[config.mk]
export PLATFORM = sky130hd
export DESIGN_NAME = dom_ascon_sbox_layer
export DESIGN_NICKNAME = d
export VERILOG_FILES = /design/src/rtl/dom_ascon_sbox_layer.sv
export SDC_FILE = /design/constraint.sdc
export NUM_CORES = 2
export LEC_CHECK = 0
export BUFFER_PORTS_ARGS = -buffer_cell sky130_fd_sc_hd__buf_2
export CORE_AREA = 2 2 511 513
export CTS_BUF_LIST = sky130_fd_sc_hd__clkbuf_2 sky130_fd_sc_hd__clkbuf_4 sky130_fd_sc_hd__clkbuf_8
export CTS_CLUSTER_DIAMETER = 30
export CTS_CLUSTER_SIZE = 30
export DETAILED_ROUTE_END_ITERATION = 7
export DIE_AREA = 0 0 513 515
export PLACE_DENSITY_LB_ADDON = 0.12
export SLEW_MARGIN = 20
export SYNTH_ARGS = -nofsm -noshare
export SYNTH_HDL_FRONTEND = slang
export SYNTH_HIERARCHICAL = 1
export SYNTH_SLANG_ARGS = --single-unit
[constraint.sdc]
create_clock -name clk -period 25.3 [get_ports clk]
set_input_delay 1.265 -clock clk [delete_from_list [all_inputs] [get_ports clk]]
set_output_delay 1.265 -clock clk [all_outputs]
set_load 0.1 [all_outputs]
[src/rtl/dom_ascon_sbox_layer.sv]
// Two-share DOM-masked Ascon S-box layer: PAR bit-slices per cycle, one DOM register stage,
// results written back in place into the share-A / share-B state registers.

module dom_ascon_sbox_slice (
  input  logic       clk,
  input  logic       rst,
  input  logic       i_en,
  input  logic [4:0] i_xa,
  input  logic [4:0] i_xb,
  input  logic [4:0] i_rnd,
  output logic [4:0] o_ya,
  output logic [4:0] o_yb
);
  // w_a*/r_* are indexed by Ascon variable number (k = x_k); ports use bit order (bit 4 = x0)
  logic [4:0] w_aa, w_ab, w_ia, w_ib, w_ca, w_cb, w_ta, w_tb, w_ba, w_bb;
  logic [4:0] r_la, r_lb, r_ia, r_ib, r_ca, r_cb;

  always_comb begin
    w_aa = {i_xa[0] ^ i_xa[1], i_xa[1], i_xa[2] ^ i_xa[3], i_xa[3], i_xa[4] ^ i_xa[0]};
    w_ab = {i_xb[0] ^ i_xb[1], i_xb[1], i_xb[2] ^ i_xb[3], i_xb[3], i_xb[4] ^ i_xb[0]};
  end

  // AND k computes ~a_k & a_{k+1}; the complement is applied to share A only
  for (genvar k = 0; k < 5; k++) begin : g_and
    localparam int K1 = (k + 1) % 5;
    assign w_ia[k] = ~w_aa[k] & w_aa[K1];
    assign w_ca[k] = (~w_aa[k] & w_ab[K1]) ^ i_rnd[k];
    assign w_ib[k] = w_ab[k] & w_ab[K1];
    assign w_cb[k] = (w_ab[k] & w_aa[K1]) ^ i_rnd[k];
    assign w_ta[k] = r_ia[k] ^ r_ca[k];
    assign w_tb[k] = r_ib[k] ^ r_cb[k];
    assign w_ba[k] = r_la[k] ^ w_ta[K1];
    assign w_bb[k] = r_lb[k] ^ w_tb[K1];
  end

  always_ff @(posedge clk or posedge rst) begin
    if (rst) begin
      r_la <= '0; r_lb <= '0; r_ia <= '0; r_ib <= '0; r_ca <= '0; r_cb <= '0;
    end else if (i_en) begin
      r_la <= w_aa; r_lb <= w_ab;
      r_ia <= w_ia; r_ib <= w_ib;
      r_ca <= w_ca; r_cb <= w_cb;
    end
  end

  assign o_ya = {w_ba[0] ^ w_ba[4], w_ba[1] ^ w_ba[0], ~w_ba[2], w_ba[3] ^ w_ba[2], w_ba[4]};
  assign o_yb = {w_bb[0] ^ w_bb[4], w_bb[1] ^ w_bb[0],  w_bb[2], w_bb[3] ^ w_bb[2], w_bb[4]};
endmodule

module dom_ascon_sbox_layer #(
  parameter int LANE_W = 64,
  parameter int PAR    = 8
) (
  input  logic                clk,
  input  logic                rst,
  input  logic                start,
  input  logic [5*LANE_W-1:0] ax_i,
  input  logic [5*LANE_W-1:0] bx_i,
  input  logic [5*PAR-1:0]    rnd_i,
  output logic                rnd_req,
  output logic                busy,
  output logic                done,
  output logic [5*LANE_W-1:0] ay_o,
  output logic [5*LANE_W-1:0] by_o
);
  localparam int NB = LANE_W / PAR;
  localparam int CW = (NB > 1) ? $clog2(NB) : 1;

  if (LANE_W % PAR != 0) begin : g_chk
    $error("PAR must divide LANE_W");
  end

  typedef enum logic [1:0] {IDLE, RUN, FLUSH, DONE} state_t;

  state_t                     r_state;
  logic [CW-1:0]              r_cnt, w_wg;
  logic                       r_pv, w_pen;
  logic [5*LANE_W-1:0]        r_ax, r_bx;
  logic [4:0][PAR-1:0]        w_ga, w_gb, w_ya, w_yb;

  assign w_pen = (r_state == RUN);
  // Group in the pipe: one behind cnt while running, cnt itself once cnt has stopped at NB-1
  assign w_wg  = (r_state == FLUSH) ? r_cnt : r_cnt - CW'(1);

  always_comb begin
    for (int l = 0; l < 5; l++) begin
      w_ga[l] = r_ax[l*LANE_W + int'(r_cnt)*PAR +: PAR];
      w_gb[l] = r_bx[l*LANE_W + int'(r_cnt)*PAR +: PAR];
    end
  end

  for (genvar p = 0; p < PAR; p++) begin : g_sl
    logic [4:0] w_xa, w_xb, w_oa, w_ob;
    for (genvar l = 0; l < 5; l++) begin : g_ln
      assign w_xa[l]    = w_ga[l][p];
      assign w_xb[l]    = w_gb[l][p];
      assign w_ya[l][p] = w_oa[l];
      assign w_yb[l][p] = w_ob[l];
    end
    dom_ascon_sbox_slice u_sl (
      .clk   (clk),
      .rst   (rst),
      .i_en  (w_pen),
      .i_xa  (w_xa),
      .i_xb  (w_xb),
      .i_rnd (rnd_i[5*p +: 5]),
      .o_ya  (w_oa),
      .o_yb  (w_ob)
    );
  end

  always_ff @(posedge clk or posedge rst) begin
    if (rst) begin
      r_state <= IDLE;
      r_cnt   <= '0;
      r_pv    <= 1'b0;
      r_ax    <= '0;
      r_bx    <= '0;
    end else begin
      case (r_state)
        IDLE: if (start) begin
          r_ax    <= ax_i;
          r_bx    <= bx_i;
          r_cnt   <= '0;
          r_state <= RUN;
        end
        RUN: begin
          r_pv <= 1'b1;
          if (r_pv) begin
            for (int l = 0; l < 5; l++) begin
              r_ax[l*LANE_W + int'(w_wg)*PAR +: PAR] <= w_ya[l];
              r_bx[l*LANE_W + int'(w_wg)*PAR +: PAR] <= w_yb[l];
            end
          end
          if (r_cnt == CW'(NB - 1)) r_state <= FLUSH;
          else                      r_cnt   <= r_cnt + CW'(1);
        end
        FLUSH: begin
          for (int l = 0; l < 5; l++) begin
            r_ax[l*LANE_W + int'(w_wg)*PAR +: PAR] <= w_ya[l];
            r_bx[l*LANE_W + int'(w_wg)*PAR +: PAR] <= w_yb[l];
          end
          r_pv    <= 1'b0;
          r_state <= DONE;
        end
        default: r_state <= IDLE;
      endcase
    end
  end

  assign rnd_req = (r_state == RUN);
  assign busy    = (r_state != IDLE);
  assign done    = (r_state == DONE);
  assign ay_o    = r_ax;
  assign by_o    = r_bx;
endmodule

==> flow_summary.toml <==
[critical_path]
worst-path-max-fanout = 46
path_cells = "inv_1, ha_1, mux2i_1, inv_1, ha_1, ha_1, buf_4, nor2b_1, o21ai_0, buf_4, a21oi_4, mux2_2"
rrSetupSlack_ns = 19.03
crit_required_ns = 26.24
slowest_stage = "dfrtp_4"
reg2reg_depth = 12
cp_slowest_stage_delay_ns = 1.04
startpoint_type = "flip-flop"
crit_path_frequent_cell = "ha_1"
rr_endpoint = "ay_o[205]"
critPathCaptureType = "flip-flop"
cp.arrival_ns = 7.22
r2r_start = "r_cnt[1]"
path_class = "flip-flop to flip-flop"

[timing]
finClkSkew_ns = 0.08202
fmax_ghz = 0.1594
hold_viol = 0
post-route-min-period_ns = 6.275
finalMaxSlewViolations = 0
worst_slack_ns = 19.03
timing.slew.headroom_pct = 13.25
rsz0062_at_grt = "no"
tightest_slew_ns = 1.301
finalSetupViolCount = 0
period_share_pct = 24.80
finalSetupTns_ns = 0

[final_layout]
drive_gt1_share_pct = 40.66
utilization_pct = 27.85
fin_nets = 7415
multi_input_area_um2 = 28830
nFillCells = 27780
seqCellArea_um2 = 22180
areaGrowthSynthToFinish_pct = 35.72

[clock_network]
cts.sinks = 886
numCtsBuffers = 352
cts.repair.resized = 0
worstSkewPairLatency_ns = 1.12
cts-htree-levels = 5
clkTransAtPathRegs_ns = 0.06
cts_setup_buffers = 0
root_buffer = "clkbuf_8"
cts_tree = "yes"
cts_hold_buf = 0
cts_buffer_depth = 4

[hold_path]
hold_path_class = "input pin to flip-flop"
hold_depth = 3
worstHoldStart = "ax_i[32]"
min_to = "ay_o[32]"

[detailed_routing]
dr_total_vias = 57310
via_per_inst = 5.493
drt_iter0_markers = 6299
dr.pass1.iters = 6
ant_nets = 0
drc = 0
wl_um = 454500
wl_per_cell_um = 43.56

[yosys]
synth_commonest_cells = "dfrtp_1, nor2_1, a21oi_1, mux2_2, nand2_1"
ys_seq_elements = 886
synth_fp_nets = 6032
yosys.area.top_type = "dfrtp_1"
synth_compound_area_share_pct = 21.50
synth_area_leaders = "dfrtp_1, mux2_2, mux4_2, xnor2_1, a21oi_1"
async_reset_ff_share_pct = 100.0
syn_area_um2 = 53050
yosysTopAreaCellShare_pct = 41.79
synth-warning-count = 6
synth_edf_count = 0
ys_types = 91
synthFlopType = "dfrtp_1"
synth-xor-area-share_pct = 4.712
ys_seq_area_share_pct = 41.79
syn-instance-count = 5302
synthSimpleGateAreaFrac_pct = 10.26
synth_mux_area_share_pct = 15.26
synth.most_common_cell = "dfrtp_1"
avgSynthCellArea_um2 = 10.01
synth_top_family_by_area = "compound AO/OA/AOI/OAI gates"
synth_fa_ha_area_share_pct = 1.109

[place]
place_hpwl_um = 353500
gp_congestion = 0.9537
port_buffers = 1325
dp_slack_ns = 19.15

[floorplanning]
die_x_um = 513
dieArea_um2 = 264200
initial_core_util_pct = 20.52
ios = 1326
die_h_um = 515
core_area_um2 = 258500
rows = 187

[global_route]
busiest_layer = "met2"
grt.total_usage_pct = 33.26
grt_pass1_wl_um = 579800
grt_pass1_vias = 55610
grt_use_met1_pct = 42.33
use_met3_pct = 10.67
overflow = 0
antenna_found_initial = 244
grt_max_degree = 218
met2_usage_pct = 50.29

[outcome]
status = "complete, no violations"

[flow_run]
maxCapViolations = 0
[cell type report]
class                           instances  area share, %
Clock inverter                         94          1.143
Multi-Input combinational cell       3738          40.04
Tap cell                             3402          5.912
Clock buffer                          515          9.315
Antenna cell                           91         0.3163
Inverter                              171         0.9141
Sequential cell                       886          30.81
Timing Repair Buffer                 1536          11.55
[critical path, delay by kind of cell (launching register included)]
family	cells	cell delay [ns]
multiplexers	2	0.80
adder cells (fa/ha/maj)	3	1.18
AND/OR/NAND/NOR	1	0.81
flip-flops	1	1.04
AO/OA/AOI/OAI	2	1.33
buffers and inverters	4	0.93
[sequential cells by signal, indices dropped and copies added (netlist names)]
signal          cells
ay_o              320
by_o              320
g_sl.u_sl/r_ca     40
g_sl.u_sl/r_cb     40
g_sl.u_sl/r_ia     40
g_sl.u_sl/r_ib     40
g_sl.u_sl/r_la     40
g_sl.u_sl/r_lb     40
r_cnt               3
r_state             2
r_pv                1
[worst max path at each step]
stage / startpoint / end / slack [ns] / cells after the start
final: r_cnt[1] / ay_o[205] / 19.03 / 12
after global routing: r_cnt[1] / ay_o[205] / 18.99 / 12
after CTS: r_cnt[1] / ay_o[205] / 19.14 / 12
after detailed placement: r_cnt[1] / ay_o[203] / 19.15 / 12
after global placement: r_cnt[1] / ay_o[206] / 19.20 / 12
after floorplan: rst / ay_o[0] / 5.94 / 1
[cells in the final DEF, fill, tap and decap left out, types with 51 or more instances in the layout]
| cell | synthesis | final |
|---|---|---|
| nor2b_1 | 59 | 58 |
| dfrtp_1 | 886 | 883 |
| buf_4 | 20 | 203 |
| a22oi_1 | 110 | 110 |
| o22ai_1 | 58 | 58 |
| o21ai_0 | 212 | 211 |
| nand3_1 | 170 | 168 |
| buf_2 | 134 | 1325 |
| nor2_1 | 427 | 421 |
| a21oi_1 | 391 | 387 |
| a221oi_1 | 54 | 54 |
| and3_1 | 66 | 66 |
| clkbuf_8 | 0 | 454 |
| clkinv_2 | 0 | 74 |
| diode_2 | 0 | 91 |
| o2bb2ai_1 | 190 | 190 |
| a31oi_1 | 187 | 184 |
| mux2_2 | 360 | 360 |
| clkbuf_4 | 0 | 61 |
| xnor2_1 | 233 | 192 |
| inv_1 | 168 | 165 |
| nor3_1 | 57 | 51 |
| nand2_1 | 324 | 324 |
| mux4_2 | 160 | 160 |
[layer usage]
layer / share of wire [%] / vias to the layer above
li1: - / 22750
met1: 41 / 29660
met2: 44 / 3778
met3: 9.4 / 1040
met4: 5.5 / 80
met5: 0.11 / -
[stage by stage]
| stage | hold WS (ns) | instances | cell area, um2 |
|---|---|---|---|
| global route | 0.3569 | 10390 | 71880 |
| floorplan | 0.4536 | 5302 | 53050 |
| finish | 0.4049 | 10430 | 72000 |
| global placement | 0.4941 | 9732 | 64180 |
| detailed placement | 0.4975 | 9732 | 64210 |
| CTS | 0.3213 | 10340 | 71740 |
[kinds of logic (layout without fill, tap and decap cells)]
kind of cell    after synthesis  after routing
buf+inv                     678           2316
mux                         564            564
flops                       886            886
other cells                   0             91
simple gates               1206           1206
fa+ha+maj                    47             47
compound gates             1645           1645
xor+xnor                    276            276
Power is not shown: default switching activity piles up to over one toggle a cycle in this logic, so the estimate is an artifact.
